## src/rtl/axi_pkg.sv

```systemverilog
// Shared AXI write/read responder types.
// Burst encodings, response codes and responder FSM states.
package axi_pkg;

    typedef enum logic [1:0] {
        BURST_FIXED = 2'b00,
        BURST_INCR  = 2'b01,
        BURST_WRAP  = 2'b10,
        BURST_RSVD  = 2'b11
    } burst_e;

    localparam logic [1:0] RESP_OKAY   = 2'b00;
    localparam logic [1:0] RESP_SLVERR = 2'b10;

    typedef enum logic [1:0] {
        ST_IDLE = 2'b00,
        ST_DATA = 2'b01,
        ST_RESP = 2'b10
    } wr_state_e;

endpackage

```

## src/rtl/axi_burst_addr_gen.sv

```systemverilog
// Next beat address for FIXED/INCR/WRAP bursts.
// Pure combinational; wraps modulo 2^ADDR_W.
module axi_burst_addr_gen
    import axi_pkg::*;
#(
    parameter int ADDR_W = 32,
    parameter int LEN_W  = 8,
    parameter int SIZE_W = 3
) (
    input  logic [ADDR_W-1:0] addr,
    input  logic [LEN_W-1:0]  len,
    input  logic [SIZE_W-1:0] size,
    input  burst_e            burst,
    output logic [ADDR_W-1:0] next_addr
);

    logic [ADDR_W-1:0] step;
    logic [ADDR_W-1:0] blk;
    logic [ADDR_W-1:0] mask;
    logic [ADDR_W-1:0] incr;

    // WRAP keeps the block-aligned upper bits and rolls the offset
    always_comb begin
        step      = ADDR_W'(1) << size;
        blk       = (ADDR_W'(len) + ADDR_W'(1)) << size;
        mask      = blk - ADDR_W'(1);
        incr      = addr + step;
        next_addr = addr;
        unique case (burst)
            BURST_FIXED: next_addr = addr;
            BURST_INCR:  next_addr = incr;
            BURST_WRAP:  next_addr = (addr & ~mask) | (incr & mask);
            BURST_RSVD:  next_addr = addr;
            default:     next_addr = addr;
        endcase
    end

endmodule

```

## src/rtl/axi_slave_write_if.sv

```systemverilog
// AXI4 write responder: AW capture, per-beat memory strobes, one B.
// One burst in flight; handshake readies/valids are registered.
module axi_slave_write_if
    import axi_pkg::*;
#(
    parameter int ID_W   = 4,
    parameter int ADDR_W = 32,
    parameter int DATA_W = 32,
    parameter int LEN_W  = 8,
    parameter int SIZE_W = 3
) (
    input  logic                clk,
    input  logic                rst_n,
    input  logic [ID_W-1:0]     s_AWID,
    input  logic [ADDR_W-1:0]   s_AWADDR,
    input  logic [LEN_W-1:0]    s_AWLEN,
    input  logic [SIZE_W-1:0]   s_AWSIZE,
    input  logic [1:0]          s_AWBURST,
    input  logic                s_AWVALID,
    output logic                s_AWREADY,
    input  logic [DATA_W-1:0]   s_WDATA,
    input  logic [DATA_W/8-1:0] s_WSTRB,
    input  logic                s_WLAST,
    input  logic                s_WVALID,
    output logic                s_WREADY,
    output logic [ID_W-1:0]     s_BID,
    output logic [1:0]          s_BRESP,
    output logic                s_BVALID,
    input  logic                s_BREADY,
    output logic                mem_we,
    output logic [ADDR_W-1:0]   mem_addr,
    output logic [DATA_W-1:0]   mem_wdata,
    output logic [DATA_W/8-1:0] mem_wstrb,
    input  logic                mem_err
);

    localparam int STRB_W   = DATA_W / 8;
    localparam int MAX_SIZE = $clog2(STRB_W);

    wr_state_e         state;
    wr_state_e         state_n;
    logic              err_q;
    logic              err_n;
    logic [ID_W-1:0]   id_q;
    logic [ADDR_W-1:0] addr_q;
    logic [ADDR_W-1:0] addr_nx;
    logic [LEN_W-1:0]  len_q;
    logic [LEN_W-1:0]  cnt_q;
    logic [SIZE_W-1:0] size_q;
    burst_e            burst_q;
    logic              aw_hs;
    logic              w_hs;
    logic              b_hs;
    logic              last_cnt;

    axi_burst_addr_gen #(
        .ADDR_W (ADDR_W),
        .LEN_W  (LEN_W),
        .SIZE_W (SIZE_W)
    ) u_addr_gen (
        .addr      (addr_q),
        .len       (len_q),
        .size      (size_q),
        .burst     (burst_q),
        .next_addr (addr_nx)
    );

    assign aw_hs     = s_AWVALID && s_AWREADY;
    assign w_hs      = s_WVALID && s_WREADY;
    assign b_hs      = s_BVALID && s_BREADY;
    assign last_cnt  = (cnt_q == len_q);
    assign mem_we    = w_hs && (burst_q != BURST_RSVD);
    assign mem_addr  = addr_q;
    assign mem_wdata = s_WDATA;
    assign mem_wstrb = s_WSTRB;

    // Next state and sticky error flag
    always_comb begin
        state_n = state;
        err_n   = err_q;
        unique case (state)
            ST_IDLE: begin
                if (aw_hs) begin
                    state_n = ST_DATA;
                    err_n   = (s_AWSIZE > SIZE_W'(MAX_SIZE))
                           || (s_AWBURST == BURST_RSVD);
                end
            end
            ST_DATA: begin
                if (w_hs) begin
                    if (last_cnt != s_WLAST) err_n = 1'b1;
                    if (mem_we && mem_err)   err_n = 1'b1;
                    if (last_cnt || s_WLAST) state_n = ST_RESP;
                end
            end
            ST_RESP: begin
                if (b_hs) state_n = ST_IDLE;
            end
            default: state_n = ST_IDLE;
        endcase
    end

    // State register and registered handshake outputs
    always_ff @(posedge clk) begin
        if (!rst_n) begin
            state     <= ST_IDLE;
            err_q     <= 1'b0;
            s_AWREADY <= 1'b0;
            s_WREADY  <= 1'b0;
            s_BVALID  <= 1'b0;
        end else begin
            state     <= state_n;
            err_q     <= err_n;
            s_AWREADY <= (state_n == ST_IDLE);
            s_WREADY  <= (state_n == ST_DATA);
            s_BVALID  <= (state_n == ST_RESP);
        end
    end

    // Burst context capture, beat stepping and B payload
    always_ff @(posedge clk) begin
        if (!rst_n) begin
            id_q    <= '0;
            addr_q  <= '0;
            len_q   <= '0;
            cnt_q   <= '0;
            size_q  <= '0;
            burst_q <= BURST_FIXED;
            s_BID   <= '0;
            s_BRESP <= RESP_OKAY;
        end else begin
            if (aw_hs) begin
                id_q    <= s_AWID;
                addr_q  <= s_AWADDR;
                len_q   <= s_AWLEN;
                size_q  <= s_AWSIZE;
                burst_q <= burst_e'(s_AWBURST);
                cnt_q   <= '0;
            end
            if (w_hs) begin
                addr_q <= addr_nx;
                cnt_q  <= cnt_q + LEN_W'(1);
            end
            if (state == ST_DATA && state_n == ST_RESP) begin
                s_BID   <= id_q;
                s_BRESP <= err_n ? RESP_SLVERR : RESP_OKAY;
            end
        end
    end

endmodule

```

## config.mk

```make
export PLATFORM = sky130hd
export DESIGN_NAME = axi_slave_write_if
export DESIGN_NICKNAME = d
export VERILOG_FILES = /design/src/rtl/axi_pkg.sv /design/src/rtl/axi_burst_addr_gen.sv /design/src/rtl/axi_slave_write_if.sv
export SDC_FILE = /design/constraint.sdc
export NUM_CORES = 1
export LEC_CHECK = 0
export BUFFER_PORTS_ARGS = -buffer_cell sky130_fd_sc_hd__buf_2
export CAP_MARGIN = 20
export CORE_MARGIN = 5
export CORE_UTILIZATION = 53
export CTS_CLUSTER_DIAMETER = 40
export DETAILED_ROUTE_END_ITERATION = 10
export PLACE_DENSITY = 0.93
export SLEW_MARGIN = 0
export SYNTH_ARGS = -nofsm -noshare
export SYNTH_HDL_FRONTEND = slang
export SYNTH_SLANG_ARGS = --single-unit
```

## constraint.sdc

```tcl
create_clock -name clk -period 4.75 [get_ports clk]
set_clock_uncertainty 0.05 [all_clocks]
set_input_delay 0.2375 -clock clk [delete_from_list [all_inputs] [get_ports clk]]
set_output_delay 0.2375 -clock clk [all_outputs]
set_load 0.05 [all_outputs]
```

==> PnR_summary.wiki <==
{| class="wikitable"
! Metric !! Value
|-
| Detailed-route DRC error count || 0
|-
| Wire per inst || 16.99 um
|-
| Last weighted congestion value of the routability-driven placer || 0.9825
|-
| Pin slew with the least headroom to its limit || 1.032 ns
|-
| Post-CTS Repair Setup Buffers || 0
|-
| Latest clock arrival within the worst-skew pair || 0.37 ns
|-
| Cell type group with the largest total delay on the critical path || simple AND/OR/NAND/NOR gates
|-
| Routed vias || 5773
|-
| N_diodes || 0
|-
| Clock transition time at the flip-flop clock pins of the worst setup and hold paths || 0.09 ns
|-
| Placement Rows || 37
|-
| Count of cells along the worst register-to-register path || 15
|-
| Data required time of the worst path || 4.95 ns
|-
| Remaining antenna violation count || 0
|-
| Clock tree from TritonCTS || built
|-
| Worst setup path category || reg2reg
|-
| Leakage power || 2.339 nW
|-
| Data arrival at the endpoint of the critical path || 4.12 ns
|-
| Worst hold path stage count || 3
|-
| Final Core Density || 58.15%
|-
| Wire length of the first global-routing pass || 26.21 mm
|-
| Delay contributed by the slowest stage of the critical path || 0.61 ns
|-
| Root Driver || sky130_fd_sc_hd__clkbuf_8
|-
| Overall routed net length || 15.63 mm
|-
| Inserted Clock Buffers || 9
|-
| Post-Place Cells || 904
|-
| Critical path depth in cells || 15
|-
| Worst relative slew slack || 31.21%
|-
| Die ar. || 0.01254 mm2
|-
| Minimum clock period after layout || 3.916 ns
|-
| Most instantiated flip-flop cell in the synthesis netlist || sky130_fd_sc_hd__dfxtp_1
|-
| Per-cell via count in the routed design || 6.275
|-
| DR iter-0 viols || 702
|-
| Endpoints failing hold || 0
|-
| Peak VDD IR || 0.1613 mV
|-
| Most frequent CP cell || sky130_fd_sc_hd__nand2_1
|-
| Slowest stage cell, crit path || sky130_fd_sc_hd__dfxtp_1
|-
| Final non-filler cell total || 920
|-
| Number of distinct library cells after synthesis || 88
|-
| Initial cell density of the core || 53.87%
|-
| Summed instance area of the synthesized netlist || 0.005512 mm2
|-
| Post-Synthesis Cells || 746
|-
| Htree depth || 3
|-
| Crit path buffers/inverters || 0
|-
| Post-Route Setup TNS || 0 ns
|-
| Number of enable flip-flop cells after synthesis || 0
|-
| Highest clock frequency the design can meet || 255.4 MHz
|-
| Largest fanout on the critical path || 13
|-
| Pin count of the biggest net entering global routing || 62
|-
| Vias in the first global route || 5338
|-
| Horiz. Die Dim || 112.0 um
|-
| Clk sinks || 68
|-
| Hold_buf cts || 0
|-
| Cell-by-cell trace of the critical path || ha_1, and4b_1, a211oi_1, o211ai_1, nand2b_1, a21oi_1, and2_1, nand2_1, nor2_1, ha_1, nand2_1, nand2_1, nor3_1, nor2_1, a2111oi_0
|-
| Core area || 0.01023 mm2
|-
| Count of final setup violators || 0
|-
| Max-cap violation count || 0
|-
| Part of the Yosys area used for sequential elements || 24.70%
|-
| RSZ-0062 raised after global routing || no
|-
| Run status || finished clean
|-
| R2R setup slack || 0.83 ns
|-
| I/O pin count || 170
|-
| Total Nets Final || 887
|-
| Number of antenna violations at the first check in global routing || 0
|-
| YS warnings || 0
|-
| Number of iterations in the first detailed-routing pass || 7
|-
| DP HPWL || 11.32 mm
|-
| Maximum root-to-sink buffer count || 2
|-
| Final worst slack || 0.8342 ns
|-
| IO buf count || 96
|-
| Combined global-route utilization of all metal layers || 24.35%
|-
| Type of destination of the critical path || flip-flop
|-
| Net Count, Synth || 854
|-
| Grt total ovfl || 0
|-
| Die Span Y || 112.0 um
|-
| Overall power after layout || 1.564 mW
|-
| Total of cells resized after clock tree synthesis || 0
|-
| Synthesis-to-layout area growth || 7.946%
|-
| Flip-flop and latch count after synthesis || 68
|-
| Proportion of synthesized flip-flops having asynchronous set or reset || 0%
|-
| Power Density || 262.9 mW/mm2
|-
| Sort of element at the start of the critical path || flip-flop
|-
| Post-synthesis average cell area || 7.388 um2
|-
| Final max-slew violation count || 0
|-
| Post-placement setup slack || 0.9495 ns
|-
| Final period utilization || 82.44%
|-
| Type of the worst min-delay path || in2reg
|-
| Layout cell share with drive strength beyond 1 || 19.52%
|}
-- power by group --
| group | switching, mW | internal (mW) | leakage, nW |
|---|---|---|---|
| logic | 0.268 | 0.134 | 1.69 |
| clock network | 0.271 | 0.252 | 0.0988 |
| registers | 0.0395 | 0.600 | 0.554 |
| total | 0.578 | 0.986 | 2.34 |
-- path summary, 6_finish.rpt --
path | start | to
worst max-delay path | len_q[0] | flip-flop
worst min-delay path | s_AWLEN[5] | len_q[5]
worst max register to register | len_q[0] | flip-flop
worst min register to register | id_q[0] | id_q[0]
-- metal layers --
metal | up-vias | share of wire (%) | global-route usage [%]
met4 | 0 | 2.3 | 9.375
met3 | 40 | 10 | 5.489
met2 | 360 | 47 | 39.17
met5 | - | 0 | 0
met1 | 2610 | 40 | 31.82
li1 | 2763 | - | -
-- cell usage in the layout (no fill, tap or decap), types with 4 or more instances in the layout --
cell and n:
sky130_fd_sc_hd__nand2_1 105, sky130_fd_sc_hd__buf_2 96, sky130_fd_sc_hd__a21oi_1 70, sky130_fd_sc_hd__dfxtp_1 68, sky130_fd_sc_hd__nor2_1 54, sky130_fd_sc_hd__o21ai_0 32, sky130_fd_sc_hd__nand3_1 29, sky130_fd_sc_hd__nor3_1 19
sky130_fd_sc_hd__ha_1 15, sky130_fd_sc_hd__inv_1 14, sky130_fd_sc_hd__xor2_1 14, sky130_fd_sc_hd__nand2b_1 13, sky130_fd_sc_hd__and3_1 12, sky130_fd_sc_hd__a211oi_1 12, sky130_fd_sc_hd__nand4_1 11, sky130_fd_sc_hd__xnor2_1 11
sky130_fd_sc_hd__mux2i_1 11, sky130_fd_sc_hd__o22ai_1 10, sky130_fd_sc_hd__clkbuf_8 9, sky130_fd_sc_hd__a31oi_1 8, sky130_fd_sc_hd__buf_4 8, sky130_fd_sc_hd__nor4_1 7, sky130_fd_sc_hd__o21ai_1 7, sky130_fd_sc_hd__or3_1 7
sky130_fd_sc_hd__o211ai_1 7, sky130_fd_sc_hd__a221oi_1 6, sky130_fd_sc_hd__and2_1 6, sky130_fd_sc_hd__a311oi_1 6, sky130_fd_sc_hd__o311ai_1 5, sky130_fd_sc_hd__a2111oi_0 5, sky130_fd_sc_hd__nor2b_1 5, sky130_fd_sc_hd__o221a_2 4
sky130_fd_sc_hd__or2_2 4, sky130_fd_sc_hd__o21a_1 4, sky130_fd_sc_hd__a32oi_1 4
-- synthesized netlist by cell type, drive strengths merged, types with 3 or more instances --
library cell / number / share of area [%]
a2111oi: 5 / 0.79
a211o: 3 / 0.48
a211oi: 12 / 1.6
a21boi: 3 / 0.48
a21o: 3 / 0.41
a21oi: 71 / 6.5
a221oi: 6 / 0.95
a22oi: 4 / 0.64
a2bb2oi: 3 / 0.59
a311oi: 7 / 1.2
a31oi: 9 / 1.1
a32oi: 4 / 0.64
and2: 6 / 0.68
and3: 14 / 1.8
and4: 3 / 0.48
buf: 56 / 7.0
clkbuf: 26 / 1.8
dfxtp: 68 / 25
ha: 15 / 3.4
inv: 16 / 1.1
mux2i: 11 / 2.0
nand2: 107 / 7.3
nand2b: 13 / 1.5
nand3: 30 / 2.8
nand3b: 3 / 0.41
nand4: 12 / 1.5
nor2: 54 / 3.7
nor2b: 5 / 0.57
nor3: 21 / 2.1
nor4: 7 / 0.79
o2111ai: 3 / 0.48
o211ai: 7 / 0.95
o21a: 4 / 0.54
o21ai: 40 / 3.7
o221a: 4 / 0.82
o22ai: 10 / 1.1
o311ai: 7 / 1.1
o31ai: 4 / 0.79
or2: 7 / 0.79
or3: 7 / 0.79
xnor2: 12 / 2.0
xor2: 14 / 2.2
-- cells by family after synthesis --
family | count (synthesis) | share of synthesized area, %
AND/OR/NAND/NOR | 297 | 26.38
multiplexers | 14 | 2.883
flip-flops | 68 | 24.70
AO/OA/AOI/OAI | 224 | 27.97
buffers and inverters | 100 | 9.966
adder cells (fa/ha/maj) | 16 | 3.768
XOR/XNOR | 26 | 4.268
other | 1 | 0.06804
-- stage by stage --
stage | cell area (um2) | hold slack (ns)
2_1_floorplan | 5512 | 0.3235
3_3_place_gp | 5743 | 0.3968
3_5_place_dp | 5743 | 0.4009
4_1_cts | 5949 | 0.04413
5_1_grt | 5949 | 0.04507
6_report | 5949 | 0.05049
-- area by class of cell --
type	count	area [um2]
Fill cell	964	4282
Multi-Input combinational cell	578	3603
Sequential cell	68	1361
Timing Repair Buffer	104	540.5
Tap cell	136	170.2
Clock buffer	9	123.9
Clock inverter	7	82.58
Inverter	18	67.56
-- worst register-to-register path, cell delays in order, from the launching register on --
cell                        delay (ns)
sky130_fd_sc_hd__dfxtp_1          0.61
sky130_fd_sc_hd__ha_1             0.42
sky130_fd_sc_hd__and4b_1          0.23
sky130_fd_sc_hd__a211oi_1         0.19
sky130_fd_sc_hd__o211ai_1         0.22
sky130_fd_sc_hd__nand2b_1         0.20
sky130_fd_sc_hd__a21oi_1          0.41
sky130_fd_sc_hd__and2_1           0.25
sky130_fd_sc_hd__nand2_1          0.11
sky130_fd_sc_hd__nor2_1           0.11
sky130_fd_sc_hd__ha_1             0.25
sky130_fd_sc_hd__nand2_1          0.09
sky130_fd_sc_hd__nand2_1          0.08
sky130_fd_sc_hd__nor3_1           0.18
sky130_fd_sc_hd__nor2_1           0.06
sky130_fd_sc_hd__a2111oi_0        0.36
(Power assumes the default switching activity.)
